===== config.mk =====
export PLATFORM = sky130hd
export DESIGN_NAME = ddr_axi_arb2
export DESIGN_NICKNAME = d
export VERILOG_FILES = /design/src/rtl/ddr_axi_arb2_pkg.sv /design/src/rtl/ddr_axi_arb2.sv
export SDC_FILE = /design/constraint.sdc
export NUM_CORES = 1
export LEC_CHECK = 0
export ABC_CLOCK_PERIOD_IN_PS = 1800
export CAP_MARGIN = 0
export CORE_AREA = 2 2 316 318
export DETAILED_ROUTE_END_ITERATION = 7
export DIE_AREA = 0 0 318 320
export GPL_ROUTABILITY_DRIVEN = 0
export HOLD_SLACK_MARGIN = 0.08
export SETUP_SLACK_MARGIN = 0.4
export SLEW_MARGIN = 10
export SYNTH_ARGS = -nofsm -noshare
export SYNTH_HDL_FRONTEND = slang
export SYNTH_SLANG_ARGS = --single-unit

===== constraint.sdc =====
create_clock -name clk -period 1.8 [get_ports clk]
set_clock_uncertainty 0.1 [all_clocks]
set_input_delay 0.27 -clock clk [delete_from_list [all_inputs] [get_ports clk]]
set_output_delay 0.27 -clock clk [all_outputs]
set_load 0.05 [all_outputs]

===== src/rtl/ddr_axi_arb2_pkg.sv =====
// Shared types and constants for the two-master DDR AXI arbiter.
package ddr_arb_pkg;

  // Arbiter sequencing: one burst (write or read) in flight at a time.
  typedef enum logic [2:0] {
    ST_IDLE,
    ST_AW,
    ST_W,
    ST_B,
    ST_AR,
    ST_R
  } arb_state_e;

  // AXI response codes
  localparam logic [1:0] OKAY   = 2'b00;
  localparam logic [1:0] SLVERR = 2'b10;

  // AXI burst type
  localparam logic [1:0] INCR   = 2'b01;

  // Round-robin pick between two requesters: prefer the master that was not
  // served last; fall back to the other one when it is the only requester.
  function automatic logic rr_pick(input logic [1:0] req, input logic last);
    logic win;
    if (last) win = req[0] ? 1'b0 : 1'b1;
    else      win = req[1] ? 1'b1 : 1'b0;
    return win;
  endfunction

endpackage


===== src/rtl/ddr_axi_arb2.sv =====
// Two-master to one-slave AXI4 arbiter in front of the LiteDRAM AXI port.
// Exactly one burst is in flight; grants are round-robin and held off until
// DDR init has completed. Responses are routed by the grant, not by ID.
import ddr_arb_pkg::*;

module ddr_axi_arb2 #(
  parameter int ID_WIDTH   = 6,
  parameter int ADDR_WIDTH = 32,
  parameter int DATA_WIDTH = 64
) (
  input  logic                    clk,
  input  logic                    rstn,
  input  logic                    i_init_done,

  // master 0
  input  logic [ID_WIDTH-1:0]     s0_aw_id,
  input  logic [ADDR_WIDTH-1:0]   s0_aw_addr,
  input  logic [7:0]              s0_aw_len,
  input  logic [2:0]              s0_aw_size,
  input  logic [1:0]              s0_aw_burst,
  input  logic                    s0_aw_valid,
  output logic                    s0_aw_ready,
  input  logic [DATA_WIDTH-1:0]   s0_w_data,
  input  logic [DATA_WIDTH/8-1:0] s0_w_strb,
  input  logic                    s0_w_last,
  input  logic                    s0_w_valid,
  output logic                    s0_w_ready,
  output logic [ID_WIDTH-1:0]     s0_b_id,
  output logic [1:0]              s0_b_resp,
  output logic                    s0_b_valid,
  input  logic                    s0_b_ready,
  input  logic [ID_WIDTH-1:0]     s0_ar_id,
  input  logic [ADDR_WIDTH-1:0]   s0_ar_addr,
  input  logic [7:0]              s0_ar_len,
  input  logic [2:0]              s0_ar_size,
  input  logic [1:0]              s0_ar_burst,
  input  logic                    s0_ar_valid,
  output logic                    s0_ar_ready,
  output logic [ID_WIDTH-1:0]     s0_r_id,
  output logic [DATA_WIDTH-1:0]   s0_r_data,
  output logic [1:0]              s0_r_resp,
  output logic                    s0_r_last,
  output logic                    s0_r_valid,
  input  logic                    s0_r_ready,

  // master 1
  input  logic [ID_WIDTH-1:0]     s1_aw_id,
  input  logic [ADDR_WIDTH-1:0]   s1_aw_addr,
  input  logic [7:0]              s1_aw_len,
  input  logic [2:0]              s1_aw_size,
  input  logic [1:0]              s1_aw_burst,
  input  logic                    s1_aw_valid,
  output logic                    s1_aw_ready,
  input  logic [DATA_WIDTH-1:0]   s1_w_data,
  input  logic [DATA_WIDTH/8-1:0] s1_w_strb,
  input  logic                    s1_w_last,
  input  logic                    s1_w_valid,
  output logic                    s1_w_ready,
  output logic [ID_WIDTH-1:0]     s1_b_id,
  output logic [1:0]              s1_b_resp,
  output logic                    s1_b_valid,
  input  logic                    s1_b_ready,
  input  logic [ID_WIDTH-1:0]     s1_ar_id,
  input  logic [ADDR_WIDTH-1:0]   s1_ar_addr,
  input  logic [7:0]              s1_ar_len,
  input  logic [2:0]              s1_ar_size,
  input  logic [1:0]              s1_ar_burst,
  input  logic                    s1_ar_valid,
  output logic                    s1_ar_ready,
  output logic [ID_WIDTH-1:0]     s1_r_id,
  output logic [DATA_WIDTH-1:0]   s1_r_data,
  output logic [1:0]              s1_r_resp,
  output logic                    s1_r_last,
  output logic                    s1_r_valid,
  input  logic                    s1_r_ready,

  // slave side toward LiteDRAM
  output logic [ID_WIDTH-1:0]     m_aw_id,
  output logic [ADDR_WIDTH-1:0]   m_aw_addr,
  output logic [7:0]              m_aw_len,
  output logic [2:0]              m_aw_size,
  output logic [1:0]              m_aw_burst,
  output logic                    m_aw_valid,
  input  logic                    m_aw_ready,
  output logic [DATA_WIDTH-1:0]   m_w_data,
  output logic [DATA_WIDTH/8-1:0] m_w_strb,
  output logic                    m_w_last,
  output logic                    m_w_valid,
  input  logic                    m_w_ready,
  input  logic [ID_WIDTH-1:0]     m_b_id,
  input  logic [1:0]              m_b_resp,
  input  logic                    m_b_valid,
  output logic                    m_b_ready,
  output logic [ID_WIDTH-1:0]     m_ar_id,
  output logic [ADDR_WIDTH-1:0]   m_ar_addr,
  output logic [7:0]              m_ar_len,
  output logic [2:0]              m_ar_size,
  output logic [1:0]              m_ar_burst,
  output logic                    m_ar_valid,
  input  logic                    m_ar_ready,
  input  logic [ID_WIDTH-1:0]     m_r_id,
  input  logic [DATA_WIDTH-1:0]   m_r_data,
  input  logic [1:0]              m_r_resp,
  input  logic                    m_r_last,
  input  logic                    m_r_valid,
  output logic                    m_r_ready,

  output logic                    o_wlast_err
);

  arb_state_e state, state_n;
  logic       g, g_n;
  logic       last, last_n;
  logic       win;
  logic [7:0] cnt;
  logic [7:0] len_q;

  logic st_aw, st_w, st_b, st_ar, st_r;
  logic aw_hs, w_hs, b_hs, ar_hs, r_hs;
  logic grant;

  // granted master's request channels
  logic [ID_WIDTH-1:0]     sg_aw_id;
  logic [ADDR_WIDTH-1:0]   sg_aw_addr;
  logic [7:0]              sg_aw_len;
  logic [2:0]              sg_aw_size;
  logic [1:0]              sg_aw_burst;
  logic                    sg_aw_valid;
  logic [DATA_WIDTH-1:0]   sg_w_data;
  logic [DATA_WIDTH/8-1:0] sg_w_strb;
  logic                    sg_w_last;
  logic                    sg_w_valid;
  logic                    sg_b_ready;
  logic [ID_WIDTH-1:0]     sg_ar_id;
  logic [ADDR_WIDTH-1:0]   sg_ar_addr;
  logic [7:0]              sg_ar_len;
  logic [2:0]              sg_ar_size;
  logic [1:0]              sg_ar_burst;
  logic                    sg_ar_valid;
  logic                    sg_r_ready;

  assign st_aw = (state == ST_AW);
  assign st_w  = (state == ST_W);
  assign st_b  = (state == ST_B);
  assign st_ar = (state == ST_AR);
  assign st_r  = (state == ST_R);

  assign sg_aw_id    = g ? s1_aw_id    : s0_aw_id;
  assign sg_aw_addr  = g ? s1_aw_addr  : s0_aw_addr;
  assign sg_aw_len   = g ? s1_aw_len   : s0_aw_len;
  assign sg_aw_size  = g ? s1_aw_size  : s0_aw_size;
  assign sg_aw_burst = g ? s1_aw_burst : s0_aw_burst;
  assign sg_aw_valid = g ? s1_aw_valid : s0_aw_valid;
  assign sg_w_data   = g ? s1_w_data   : s0_w_data;
  assign sg_w_strb   = g ? s1_w_strb   : s0_w_strb;
  assign sg_w_last   = g ? s1_w_last   : s0_w_last;
  assign sg_w_valid  = g ? s1_w_valid  : s0_w_valid;
  assign sg_b_ready  = g ? s1_b_ready  : s0_b_ready;
  assign sg_ar_id    = g ? s1_ar_id    : s0_ar_id;
  assign sg_ar_addr  = g ? s1_ar_addr  : s0_ar_addr;
  assign sg_ar_len   = g ? s1_ar_len   : s0_ar_len;
  assign sg_ar_size  = g ? s1_ar_size  : s0_ar_size;
  assign sg_ar_burst = g ? s1_ar_burst : s0_ar_burst;
  assign sg_ar_valid = g ? s1_ar_valid : s0_ar_valid;
  assign sg_r_ready  = g ? s1_r_ready  : s0_r_ready;

  // Slave-side request channels: payload always follows g, valids only in
  // the owning state so IDLE (and reset) drives nothing.
  assign m_aw_id    = sg_aw_id;
  assign m_aw_addr  = sg_aw_addr;
  assign m_aw_len   = sg_aw_len;
  assign m_aw_size  = sg_aw_size;
  assign m_aw_burst = sg_aw_burst;
  assign m_aw_valid = st_aw & sg_aw_valid;
  assign m_w_data   = sg_w_data;
  assign m_w_strb   = sg_w_strb;
  assign m_w_last   = sg_w_last;
  assign m_w_valid  = st_w & sg_w_valid;
  assign m_b_ready  = st_b & sg_b_ready;
  assign m_ar_id    = sg_ar_id;
  assign m_ar_addr  = sg_ar_addr;
  assign m_ar_len   = sg_ar_len;
  assign m_ar_size  = sg_ar_size;
  assign m_ar_burst = sg_ar_burst;
  assign m_ar_valid = st_ar & sg_ar_valid;
  assign m_r_ready  = st_r & sg_r_ready;

  // Master-side readies and response valids, only toward the granted master.
  assign s0_aw_ready = st_aw & ~g & m_aw_ready;
  assign s1_aw_ready = st_aw &  g & m_aw_ready;
  assign s0_w_ready  = st_w  & ~g & m_w_ready;
  assign s1_w_ready  = st_w  &  g & m_w_ready;
  assign s0_ar_ready = st_ar & ~g & m_ar_ready;
  assign s1_ar_ready = st_ar &  g & m_ar_ready;

  assign s0_b_id    = m_b_id;
  assign s0_b_resp  = m_b_resp;
  assign s0_b_valid = st_b & ~g & m_b_valid;
  assign s1_b_id    = m_b_id;
  assign s1_b_resp  = m_b_resp;
  assign s1_b_valid = st_b &  g & m_b_valid;

  assign s0_r_id    = m_r_id;
  assign s0_r_data  = m_r_data;
  assign s0_r_resp  = m_r_resp;
  assign s0_r_last  = m_r_last;
  assign s0_r_valid = st_r & ~g & m_r_valid;
  assign s1_r_id    = m_r_id;
  assign s1_r_data  = m_r_data;
  assign s1_r_resp  = m_r_resp;
  assign s1_r_last  = m_r_last;
  assign s1_r_valid = st_r &  g & m_r_valid;

  assign aw_hs = m_aw_valid & m_aw_ready;
  assign w_hs  = m_w_valid  & m_w_ready;
  assign b_hs  = m_b_valid  & m_b_ready;
  assign ar_hs = m_ar_valid & m_ar_ready;
  assign r_hs  = m_r_valid  & m_r_ready;

  assign grant = (state == ST_IDLE) & (state_n != ST_IDLE);

  // State, grant and round-robin pointer registers.
  always_ff @(posedge clk or negedge rstn) begin
    if (!rstn) begin
      state <= ST_IDLE;
      g     <= 1'b0;
      last  <= 1'b1;
    end else begin
      state <= state_n;
      g     <= g_n;
      last  <= last_n;
    end
  end

  // Next-state: registered grant decision in IDLE, then walk the burst.
  always_comb begin
    state_n = state;
    g_n     = g;
    last_n  = last;
    win     = 1'b0;
    case (state)
      ST_IDLE: begin
        if (i_init_done && (s0_aw_valid | s0_ar_valid | s1_aw_valid | s1_ar_valid)) begin
          win     = rr_pick({s1_aw_valid | s1_ar_valid, s0_aw_valid | s0_ar_valid}, last);
          g_n     = win;
          state_n = (win ? s1_aw_valid : s0_aw_valid) ? ST_AW : ST_AR;
        end
      end
      ST_AW: if (aw_hs) state_n = ST_W;
      ST_W:  if (w_hs && m_w_last) state_n = ST_B;
      ST_B: begin
        if (b_hs) begin
          state_n = ST_IDLE;
          last_n  = g;
        end
      end
      ST_AR: if (ar_hs) state_n = ST_R;
      ST_R: begin
        if (r_hs && m_r_last) begin
          state_n = ST_IDLE;
          last_n  = g;
        end
      end
      default: state_n = ST_IDLE;
    endcase
  end

  // Beat counter and sticky w_last/length mismatch flag.
  always_ff @(posedge clk or negedge rstn) begin
    if (!rstn) begin
      cnt         <= 8'd0;
      o_wlast_err <= 1'b0;
    end else begin
      if (grant) cnt <= 8'd0;
      else if (w_hs) cnt <= cnt + 8'd1;
      if (w_hs && (m_w_last != (cnt == len_q))) o_wlast_err <= 1'b1;
    end
  end

  // Burst length captured on the address handshake (data path, no reset).
  always_ff @(posedge clk) begin
    if (aw_hs) len_q <= m_aw_len;
    else if (ar_hs) len_q <= m_ar_len;
  end

endmodule


==> qor.txt <==
EDFF count, synth = 8
CTS H-Tree Depth = 1
cell count after synthesis = 494
DR vias/cell = 2.516
Post-Synth Adder-Cell Area = 0.2652%
Final Max Slew Viols = 0
Cells after DPL = 2208
RSZ-0062 raised after global routing = true
Final Power = 0.01640 W
commonest non-fill, non-tap cell in the layout = clkdlybuf4s50_1
hpwl dp = 42140 um
Post-Synth XOR/XNOR Area = 2.784%
Iteration-0 DRC Markers = 149
die height = 320 um
number of global-route vias before repair = 5814
main combinational cell family by area after synthesis = multiplexers
Clock Path Buffers = 2
wl on met1 = 16970 um
Compound-Gate Fraction of Synth Area = 2.625%
Syn Nets = 944
root buffer cell = clkbuf_16
Final setup viols = 212
syn avg cell area = 9.551 um^2
# DRC = 0
final layout net count = 1395
P_leak = 5.220 nW
Die X = 318 um
register area share after synthesis = 12.54%
clock slew at reported path FFs = 0.06 ns
Arr. time, crit path = 1.77 ns
RR Startpoint = g
final hold violation count = 0
FF-to-FF End = state[0]
worst-case reg-to-reg path depth = 6
layout cells sized above 1 = 52.97%
most frequent cells in the layout = clkdlybuf4s50_1, mux2_4, buf_4
CTS tree = yes
mapped cell area = 4718 um^2
R2R setup slack = -0.16 ns
Die ar. = 101800 um^2
Setup crit start = g
peak supply drop = 0.6647 mV
worst slew pin tran = 0.3846 ns
simple-gate portion of the synthesized area = 7.531%
yosys warns = 0
outcome = complete, but fails checks
Crit Path Max Fanout = 24
gr usage total = 8.387%
HP Class = in -> async
Final Critical Period = 2.136 ns
area grow syn2layout = 168.5%
DRT Wirelength = 45440 um
PortBufs = 561
initial core utilization = 4.815%
FMAX = 468.1 MHz
failing checks = negative setup slack
Core Footprint = 97990 um^2
CP Data Required Time = 1.43 ns
grt ovf = 0
routed wl met2 = 20590 um
I/O Pins = 802
first-pass iteration count of the detailed router = 4
Power Density = 1295 nW/um^2
# rows = 115
CTS Sinks = 22
Synth Register Bits = 22
Period Utilization, post-route = 118.7%
first-pass GRT wire length = 56830 um
Top FF cell, synth = dfrtp_1
Netlist cell types = 44
Non-Filler Instances = 2237
critical path class = reg -> out
DR WL/cell = 20.31 um
TritonCTS buffer count = 3
filler cell count = 11140
worst skew pair latency = 0.26 ns
post-synthesis mux area share = 45.37%
Post-DRT Antenna Nets = 0
vias = 5629
Critical Path Start Type = flip-flop
pre-CTS WS = -0.1540 ns
antenna violations before repair = 35
largest net degree at the start of global routing = 30
Final WS setup = -0.3363 ns
max cap viols = 0
CP endpoint kind = output port
max_slew headroom = 74.12%
Post-synth ARST share = 63.64%
Met3 Routed Length = 7208 um
top layer in use = met5
==> power breakdown <==
part	total, W	internal (W)	switching [W]	leakage (nW)
registers	0.000830	0.000687	0.000142	0.257
logic	0.0149	0.00687	0.00806	4.91
clock network	0.000645	0.000443	0.000203	0.0511
==> Yosys cell counts, drive strengths merged, types with 3 or more instances <==
master	count	share of area [%]
xnor2	7	1.3
nand2	7	0.56
mux2	186	44
edfxtp	8	5.1
o21ai	5	0.53
buf	184	29
nor2	24	2.2
dfrtp	13	6.9
nor3	4	0.42
a21oi	4	0.42
nand3	5	0.53
nor4	5	0.66
xor2	8	1.5
mux2i	3	0.90
==> final cells by class <==
class                   instances  area, um^2  share of cell area (%)
inverters                       1       7.507                 0.05927
well taps                    1287        1610                   12.71
clock inverters                 1       30.03                  0.2371
multi-input cells             286        3756                   29.65
diodes                          6       15.01                  0.1185
repair buffers                631        6578                   51.93
clock buffers                   3       75.07                  0.5927
flip-flops and latches         22       595.6                   4.702
==> worst max-delay path by stage <==
| stage | end | slack [ns] | depth (start not counted) |
|---|---|---|---|
| 5_1_grt | m_ar_valid | -0.38 | 5 |
| 3_5_place_dp | len_q[4] | -0.15 | 4 |
| 2_1_floorplan | len_q[0] | -0.09 | 3 |
| 6_report | m_w_data[53] | -0.34 | 4 |
| 3_3_place_gp | state[0] | -0.16 | 6 |
| 4_1_cts | m_w_data[50] | -0.36 | 4 |
==> logic make-up (layout without fill, tap and decap cells) <==
family,count (synthesis),after routing
other cells,0,6
mux,189,189
simple gates,63,63
buf+inv,186,636
xor+xnor,15,15
compound gates,18,18
flops,22,22
fa+ha+maj,1,1
==> worst max-delay path, stage by stage, from the launching register on <==
cell	delay, ns
dfrtp_4	0.52
buf_12	0.21
buf_16	0.23
mux2_4	0.34
buf_8	0.15
==> timing repair <==
item | CTS | global route
pin swaps | 2 | 12
hold buffers | 0 | 0
cloned | 0 | 1
gates resized for setup | 90 | 74
setup endpoints to repair | 222 | 222
buffers inserted | 3 | 15
==> registers in the layout (all words and copies together) (netlist names) <==
register     flops
cnt              8
len_q            8
state            3
g                1
last             1
o_wlast_err      1
==> through the flow <==
step | setup TNS, ns | hold slack [ns] | instance area [um^2] | utilization, %
after floorplan | -1.536 | -0.1256 | 5811 | -
after global placement | -14.82 | 0.4192 | 11680 | 11.92
after detailed placement | -11.95 | 0.4227 | 11680 | 11.92
after CTS | -58.32 | 0.2669 | 12160 | 12.41
after global routing | -63.05 | 0.2694 | 12660 | 12.92
final | -52.50 | 0.2536 | 12670 | 12.93
==> metal layers <==
| layer | global-route usage (%) | vias to the layer above |
|---|---|---|
| li1 | - | 2474 |
| met1 | 9.363 | 2459 |
| met2 | 13.86 | 617 |
| met3 | 5.199 | 65 |
| met4 | 0.9841 | 14 |
| met5 | 0 | - |
(Power assumes the default switching activity.)
